===== src/rtl/inverter_pipe.sv =====
// rtl/inverter_pipe.sv - two-stage valid/ready operand conditioner (pass/invert/negate/abs); optional INVERTER_PIPE_SAT_EN saturates overflowed results
module inverter_pipe #(
    parameter int WIDTH = 16
) (
    input  logic             clk,
    input  logic             rst,
    input  logic             in_valid,
    output logic             in_ready,
    input  logic [WIDTH-1:0] in_data,
    input  logic [1:0]       in_mode,
    output logic             out_valid,
    input  logic             out_ready,
    output logic [WIDTH-1:0] out_data,
    output logic             out_ovf
);

    localparam logic [1:0] MODE_PASS   = 2'b00;
    localparam logic [1:0] MODE_INVERT = 2'b01;
    localparam logic [1:0] MODE_NEGATE = 2'b10;
    localparam logic [1:0] MODE_ABS    = 2'b11;

    localparam logic [WIDTH-1:0] MOST_NEG = {1'b1, {(WIDTH-1){1'b0}}};
`ifdef INVERTER_PIPE_SAT_EN
    localparam logic [WIDTH-1:0] MOST_POS = {1'b0, {(WIDTH-1){1'b1}}};
`endif

    logic             s1_valid_q, s1_valid_d;
    logic [WIDTH-1:0] s1_data_q,  s1_data_d;
    logic             s1_cin_q,   s1_cin_d;
    logic             s1_ovf_q,   s1_ovf_d;
    logic             s2_valid_q, s2_valid_d;
    logic [WIDTH-1:0] s2_data_q,  s2_data_d;
    logic             s2_ovf_q,   s2_ovf_d;

    logic             s1_adv;
    logic             s2_adv;
    logic             inv;
    logic             cin;
    logic             ovf;
    logic [WIDTH-1:0] sum;

    // Stage advance: a stage may load when it is empty or its contents leave this cycle
    always_comb begin
        s2_adv   = !s2_valid_q || out_ready;
        s1_adv   = !s1_valid_q || s2_adv;
        in_ready = s1_adv;
    end

    // Mode decode: conditional invert plus carry-in gives pass/ones/twos/abs
    always_comb begin
        inv = 1'b0;
        cin = 1'b0;
        case (in_mode)
            MODE_PASS:   begin inv = 1'b0;               cin = 1'b0;               end
            MODE_INVERT: begin inv = 1'b1;               cin = 1'b0;               end
            MODE_NEGATE: begin inv = 1'b1;               cin = 1'b1;               end
            MODE_ABS:    begin inv = in_data[WIDTH-1];   cin = in_data[WIDTH-1];   end
            default:     begin inv = 1'b0;               cin = 1'b0;               end
        endcase
        // negate/abs are the only modes with an arithmetic result; only MOST_NEG cannot be represented
        ovf = in_mode[1] && (in_data == MOST_NEG);
    end

    // Stage 2 adder: add the deferred carry-in, carry-out dropped (WIDTH-bit wrap)
    always_comb begin
        sum = s1_data_q + {{(WIDTH-1){1'b0}}, s1_cin_q};
    end

    // Next-state for both stages; data registers only change on an actual load
    always_comb begin
        s1_valid_d = s1_valid_q;
        s1_data_d  = s1_data_q;
        s1_cin_d   = s1_cin_q;
        s1_ovf_d   = s1_ovf_q;
        s2_valid_d = s2_valid_q;
        s2_data_d  = s2_data_q;
        s2_ovf_d   = s2_ovf_q;

        if (s2_adv) begin
            s2_valid_d = s1_valid_q;
            if (s1_valid_q) begin
`ifdef INVERTER_PIPE_SAT_EN
                s2_data_d = s1_ovf_q ? MOST_POS : sum;
`else
                s2_data_d = sum;
`endif
                s2_ovf_d  = s1_ovf_q;
            end
        end

        if (s1_adv) begin
            s1_valid_d = in_valid;
            if (in_valid) begin
                s1_data_d = in_data ^ {WIDTH{inv}};
                s1_cin_d  = cin;
                s1_ovf_d  = ovf;
            end
        end
    end

    // Pipeline registers; reset empties the pipe and discards anything in flight
    always_ff @(posedge clk or posedge rst) begin
        if (rst) begin
            s1_valid_q <= 1'b0;
            s1_data_q  <= '0;
            s1_cin_q   <= 1'b0;
            s1_ovf_q   <= 1'b0;
            s2_valid_q <= 1'b0;
            s2_data_q  <= '0;
            s2_ovf_q   <= 1'b0;
        end else begin
            s1_valid_q <= s1_valid_d;
            s1_data_q  <= s1_data_d;
            s1_cin_q   <= s1_cin_d;
            s1_ovf_q   <= s1_ovf_d;
            s2_valid_q <= s2_valid_d;
            s2_data_q  <= s2_data_d;
            s2_ovf_q   <= s2_ovf_d;
        end
    end

    // Outputs come straight from stage 2 registers
    always_comb begin
        out_valid = s2_valid_q;
        out_data  = s2_data_q;
        out_ovf   = s2_ovf_q;
    end

endmodule


===== config.mk =====
export PLATFORM = sky130hd
export DESIGN_NAME = inverter_pipe
export DESIGN_NICKNAME = d
export VERILOG_FILES = /design/src/rtl/inverter_pipe.sv
export SDC_FILE = /design/constraint.sdc
export NUM_CORES = 1
export LEC_CHECK = 0
export ABC_AREA = 1
export BUFFER_PORTS_ARGS = -buffer_cell sky130_fd_sc_hd__clkbuf_2
export CAP_MARGIN = 15
export CORE_MARGIN = 2
export CORE_UTILIZATION = 40
export DETAILED_ROUTE_END_ITERATION = 8
export PLACE_DENSITY = 0.73
export RECOVER_POWER = 50
export REMOVE_ABC_BUFFERS = 1
export SLEW_MARGIN = 40
export SYNTH_ARGS = -nofsm -noshare
export SYNTH_HDL_FRONTEND = slang
export SYNTH_SLANG_ARGS = --single-unit

===== constraint.sdc =====
create_clock -name clk -period 1.45 [get_ports clk]
set_input_delay 0.435 -clock clk [delete_from_list [all_inputs] [get_ports clk]]
set_output_delay 0.435 -clock clk [all_outputs]
set_load 0.03 [all_outputs]

; Yosys cells after proc, flatten, opt, wreduce, memory -nomap -nowiden
; Cells that the tools add are included.
[totals]
ff_bits = 37
wordCells = 25
input_bits = 22
out_inout_bits = 19
[classes]
addsub = 1
muxes = 2
reduce_logical = 10
eq_ne = 4
bitwise_logic = 1
[ops]
columns = operator, n
row1 = adder 16 x 1 -> 16 bit, 1
row2 = "equality test 16 bit, second input constant", 1
row3 = bitwise XOR 16 bit, 1
row4 = case mux 1 bit (3 select lines), 2
row5 = "equality test 2 bit, second input constant", 2
row6 = AND reduction 2 bit, 2
row7 = OR reduction 2 bit, 2
row8 = "equality test 2 x 1 -> 1 bit, second input constant", 1
row9 = zero test 1 bit, 2
row10 = zero test 2 bit, 1
row11 = logical OR 1 bit, 2
row12 = logical AND 1 bit, 1

; Logic depth before layout (Yosys ltp)
[depth]
ltp_word = 4
mapped_depth = 9
ltp_nobuf = 9

; Worst setup path before layout
; OpenSTA, ideal clock, no wires.
[synth_timing]
path_kind = register to register
startpoint = register s2_valid_q, in the netlist out_valid
endpoint = register s1_data_q[15]
n_path_buf = 1
synth_period_minus_slack_ps = 1456
setup_time_ps = 121
t_required_ps = 1329
path_stages_with_launch = 7
path_slack_ps = -6
arrival_ps = 1335
path_cell_list = dfrtp_1 nand3_2 nand2_4 inv_2 buf_4 nand3_1 o21ai_1
[synth_via]
elab_chain_cells = 4
[synth_lines]
columns = element, line
row1 = "start, declared", 31  ; logic s2_valid_q, s2_valid_d;
row2 = "start signal, assigned", 116  ; s2_valid_q <= s2_valid_d;
row3 = zero test 1 bit, 44  ; s2_adv = !s2_valid_q || out_ready;
row4 = logical OR 1 bit, 44
row5 = logical OR 1 bit, 45  ; s1_adv = !s1_valid_q || s2_adv;
row6 = named net in_ready, 8  ; output logic in_ready,
row7 = AND reduction 2 bit (no source line), n/a
row8 = "end signal, assigned", 113  ; s1_data_q <= s1_data_d;
row9 = "end, declared", 28  ; logic [WIDTH-1:0] s1_data_q, s1_data_d;
; The timed path passes the listed nets, and every way through them passes these cells.
; A chain may end at the register's enable or synchronous reset.

; Worst setup path after layout
[layout_timing]
startpoint = register s1_valid_q
endpoint = output port in_ready
[layout_via]
elab_chain_cells = 2
[layout_lines]
columns = element, line
row1 = "start, declared", 27  ; logic s1_valid_q, s1_valid_d;
row2 = "start signal, assigned", 112  ; s1_valid_q <= s1_valid_d;
row3 = zero test 1 bit, 45
row4 = logical OR 1 bit, 45
row5 = "end, declared", 8
; No other way between the ends.

==> results.md <==
* Status: finished clean
* Post-DP HPWL at 3282 µm
* Worst endpoint required time at 1.02 ns
* Register bit total from synthesis at 37
* Global placement routability congestion at 0.8752
* Inst Count DP at 374
* CTS buffer count at 5
* Core area at 0.005010 mm²
* Sink Count at 37
* Diode count at 0
* First-pass GRT wire length at 7486 µm
* Initial DRC count at 79
* Post-synth top flop: dfrtp_1
* Root Driver: clkbuf_8
* Hold Buf Count CTS at 0
* Final period util at 95.18%
* Area growth, synth to finish at 22.45%
* Hold crit path type: input port to async pin
* Delay-heaviest family, CP: flip-flops
* FF+latch area at 925.9 µm²
* Synthesized area per cell at 7.808 µm²
* Die height at 75.52 µm
* Row cnt at 26
* Number of synthesized flops with an enable pin at 0
* CP Launch Type: register
* Final setup viols at 0
* Top post-synthesis cells by area: dfrtp_1 (45%), nand2_1 (12%), inv_1 (5.9%)
* Total Power at 3.369 mW
* Worst slew margin at 40.87%
* CP Class: register to output port
* Area of the multi-input gates at 991.0 µm²
* Avg WL per Cell at 11.12 µm
* Ys async rst share at 100.0%
* Power Dens Cells at 1345 mW/mm²
* DR vias/cell at 4.644
* Slew Viols, Final at 0
* DRT Pass-1 Iters at 4
* CP Cell Sequence: nand3_2 -> clkbuf_8
* Top cell type's share of synthesized area at 45.26%
* Worst setup margin at 0.06989 ns
* FMAX at 724.6 MHz
* Slowest stage cell, crit path: dfrtp_1
* Max FO, Critical Path at 2
* Final-report hold violation count at 0
* Cell taking the most area after synthesis: dfrtp_1
* Via Count at 1,788
* Synth warn at 0
* Hold slack at 0.3786 ns
* Antenna violations before repair at 0
* WL final at 4282 µm
* Place WS at -0.1727 ns
* CP Capture Type: output port
* Io pins at 41
* Largest net degree at the start of global routing at 38
* Mapped Area at 0.002046 mm²
* # Max-Cap Violations at 0
* Die area at 0.005703 mm²
* Total GRT Usage at 17.22%
* Final nets at 342
* Worst EP arrival at 0.95 ns
* Port Buffers at 40
* Skew final at 0.002006 ns
* Layout Cells excl Fill at 385
* CP peak stage delay at 0.41 ns
* Clock Path Buffers at 2
* Aggregate global routing overflow at 0
* Worst slew pin tran at 0.8870 ns
* Filler Cells Inserted at 523
* DRC at 0
* Cells after synthesis at 262
* CP Buf/Inv Count at 1
* Pleak at 1.282 nW
* Final ANT Viol Nets at 0
* Sequential share of the synthesized area at 45.26%
* Vias in the first global route at 1,685
* Tmin final at 1.380 ns
* Unrepaired setup endpoints after global routing: yes
* Die width at 75.52 µm
* CTS clock-pin slew for the worst setup and hold paths at 0.07 ns
* Share of layout cells above drive strength 1 at 23.17%
* Synth cell types at 28
* VDD IR max at 0.4513 mV
* CTS tree: built
* H-tree depth at 2
* Starting Density at 40.83%
* Clk_lat worst skew at 0.28 ns
[cell usage after synthesis (all sizes together) (2+ instances only)]
master	instances
nand2	71
dfrtp	37
inv	35
o21ai	29
nor2	28
nand3	20
nand4	7
xor2	7
ha	6
buf	5
o22ai	5
a31oi	3
xnor2	3
nor3	2
[worst reg2reg max path, stage by stage, from the launching register on]
cell and delay (ns):
dfrtp_1 0.42, ha_4 0.18, ha_4 0.14, nand3_4 0.09
nor2_4 0.13, nand4_1 0.09, nand3_1 0.11, nand2_1 0.07
[power breakdown]
group | internal (mW) | switching (mW) | total (mW)
clock network | 0.333 | 0.351 | 0.684
registers | 1.29 | 0.204 | 1.49
logic | 0.388 | 0.806 | 1.19
total | 2.01 | 1.36 | 3.37
[placed cells by master (no fill, tap or decap)]
cell type,n
buf_4,9
inv_2,3
o22ai_1,5
ha_4,2
nand3_1,18
nand4_1,7
xnor2_1,3
clkinv_2,2
clkbuf_2,41
o21ai_1,8
nand3_4,1
o21ai_2,1
nand2_4,2
xor2_1,7
or2_1,1
o21ai_0,20
nor2_2,1
nor2_1,24
ha_1,4
a31oi_1,3
nand2_2,1
inv_1,32
o21bai_1,1
nand2_1,68
nor3_1,2
clkbuf_8,6
clkbuf_1,1
nand3_2,1
dfrtp_1,37
nor2_4,3
a21oi_1,1
[through the flow]
step	util, %	area (µm²)	setup TNS (ns)
global route	50.00	2505	-0.07625
CTS	49.45	2477	0
floorplan	-	2008	0
finish	50.00	2505	0
global placement	47.28	2369	-1.741
detailed placement	47.28	2369	-2.281
[path summary, 6_finish.rpt]
kind | from | to | slack, ns | cells past startpoint
max | s1_valid_q | in_ready | 0.07 | 2
min | rst | out_data[4] | 0.38 | 3
max reg2reg | s1_data_q[0] | out_data[14] | 0.10 | 7
min reg2reg | out_data[12] | out_data[12] | 0.48 | 2
max in group asynchronous | rst | out_data[1] | 0.51 | 3
min in group clk | in_data[11] | s1_data_q[11] | 0.41 | 3
[layer usage]
layer / track usage [%] / up-vias / share of wire [%]
li1: - / 946 / -
met1: 22.43 / 797 / 46
met2: 27.83 / 38 / 47
met3: 3.704 / 7 / 4.6
met4: 7.212 / 0 / 1.8
met5: 0 / - / 0
[flip-flops by register name, summed over array words and instances, names as in the netlist]
| signal | count |
|---|---|
| s1_valid_q | 1 |
| s1_ovf_q | 1 |
| out_ovf | 1 |
| out_valid | 1 |
| out_data | 16 |
| s1_data_q | 16 |
| s1_cin_q | 1 |
[area by class of cell]
cell class / count / area share, %
Sequential cell: 37 / 36.96
Clock buffer: 6 / 2.897
Multi-Input combinational cell: 184 / 39.56
Timing Repair Buffer: 51 / 11.44
Inverter: 35 / 5.245
Clock inverter: 2 / 0.3996
Tap cell: 70 / 3.497
[repair_timing]
action,CTS,global route
endpoints found under the setup margin,3,8
pin swaps,1,2
cloned,0,0
setup buffers,0,3
resized for setup,6,3
[cell families after synthesis]
| family | count (synthesis) | share of synthesized area (%) |
|---|---|---|
| AND/OR/NAND/NOR | 129 | 28.20 |
| buffers and inverters | 41 | 8.257 |
| AO/OA/AOI/OAI | 39 | 10.34 |
| flip-flops | 37 | 45.26 |
| XOR/XNOR | 10 | 4.282 |
| adder cells (fa/ha/maj) | 6 | 3.670 |
Power figures use the tool's default switching activity.
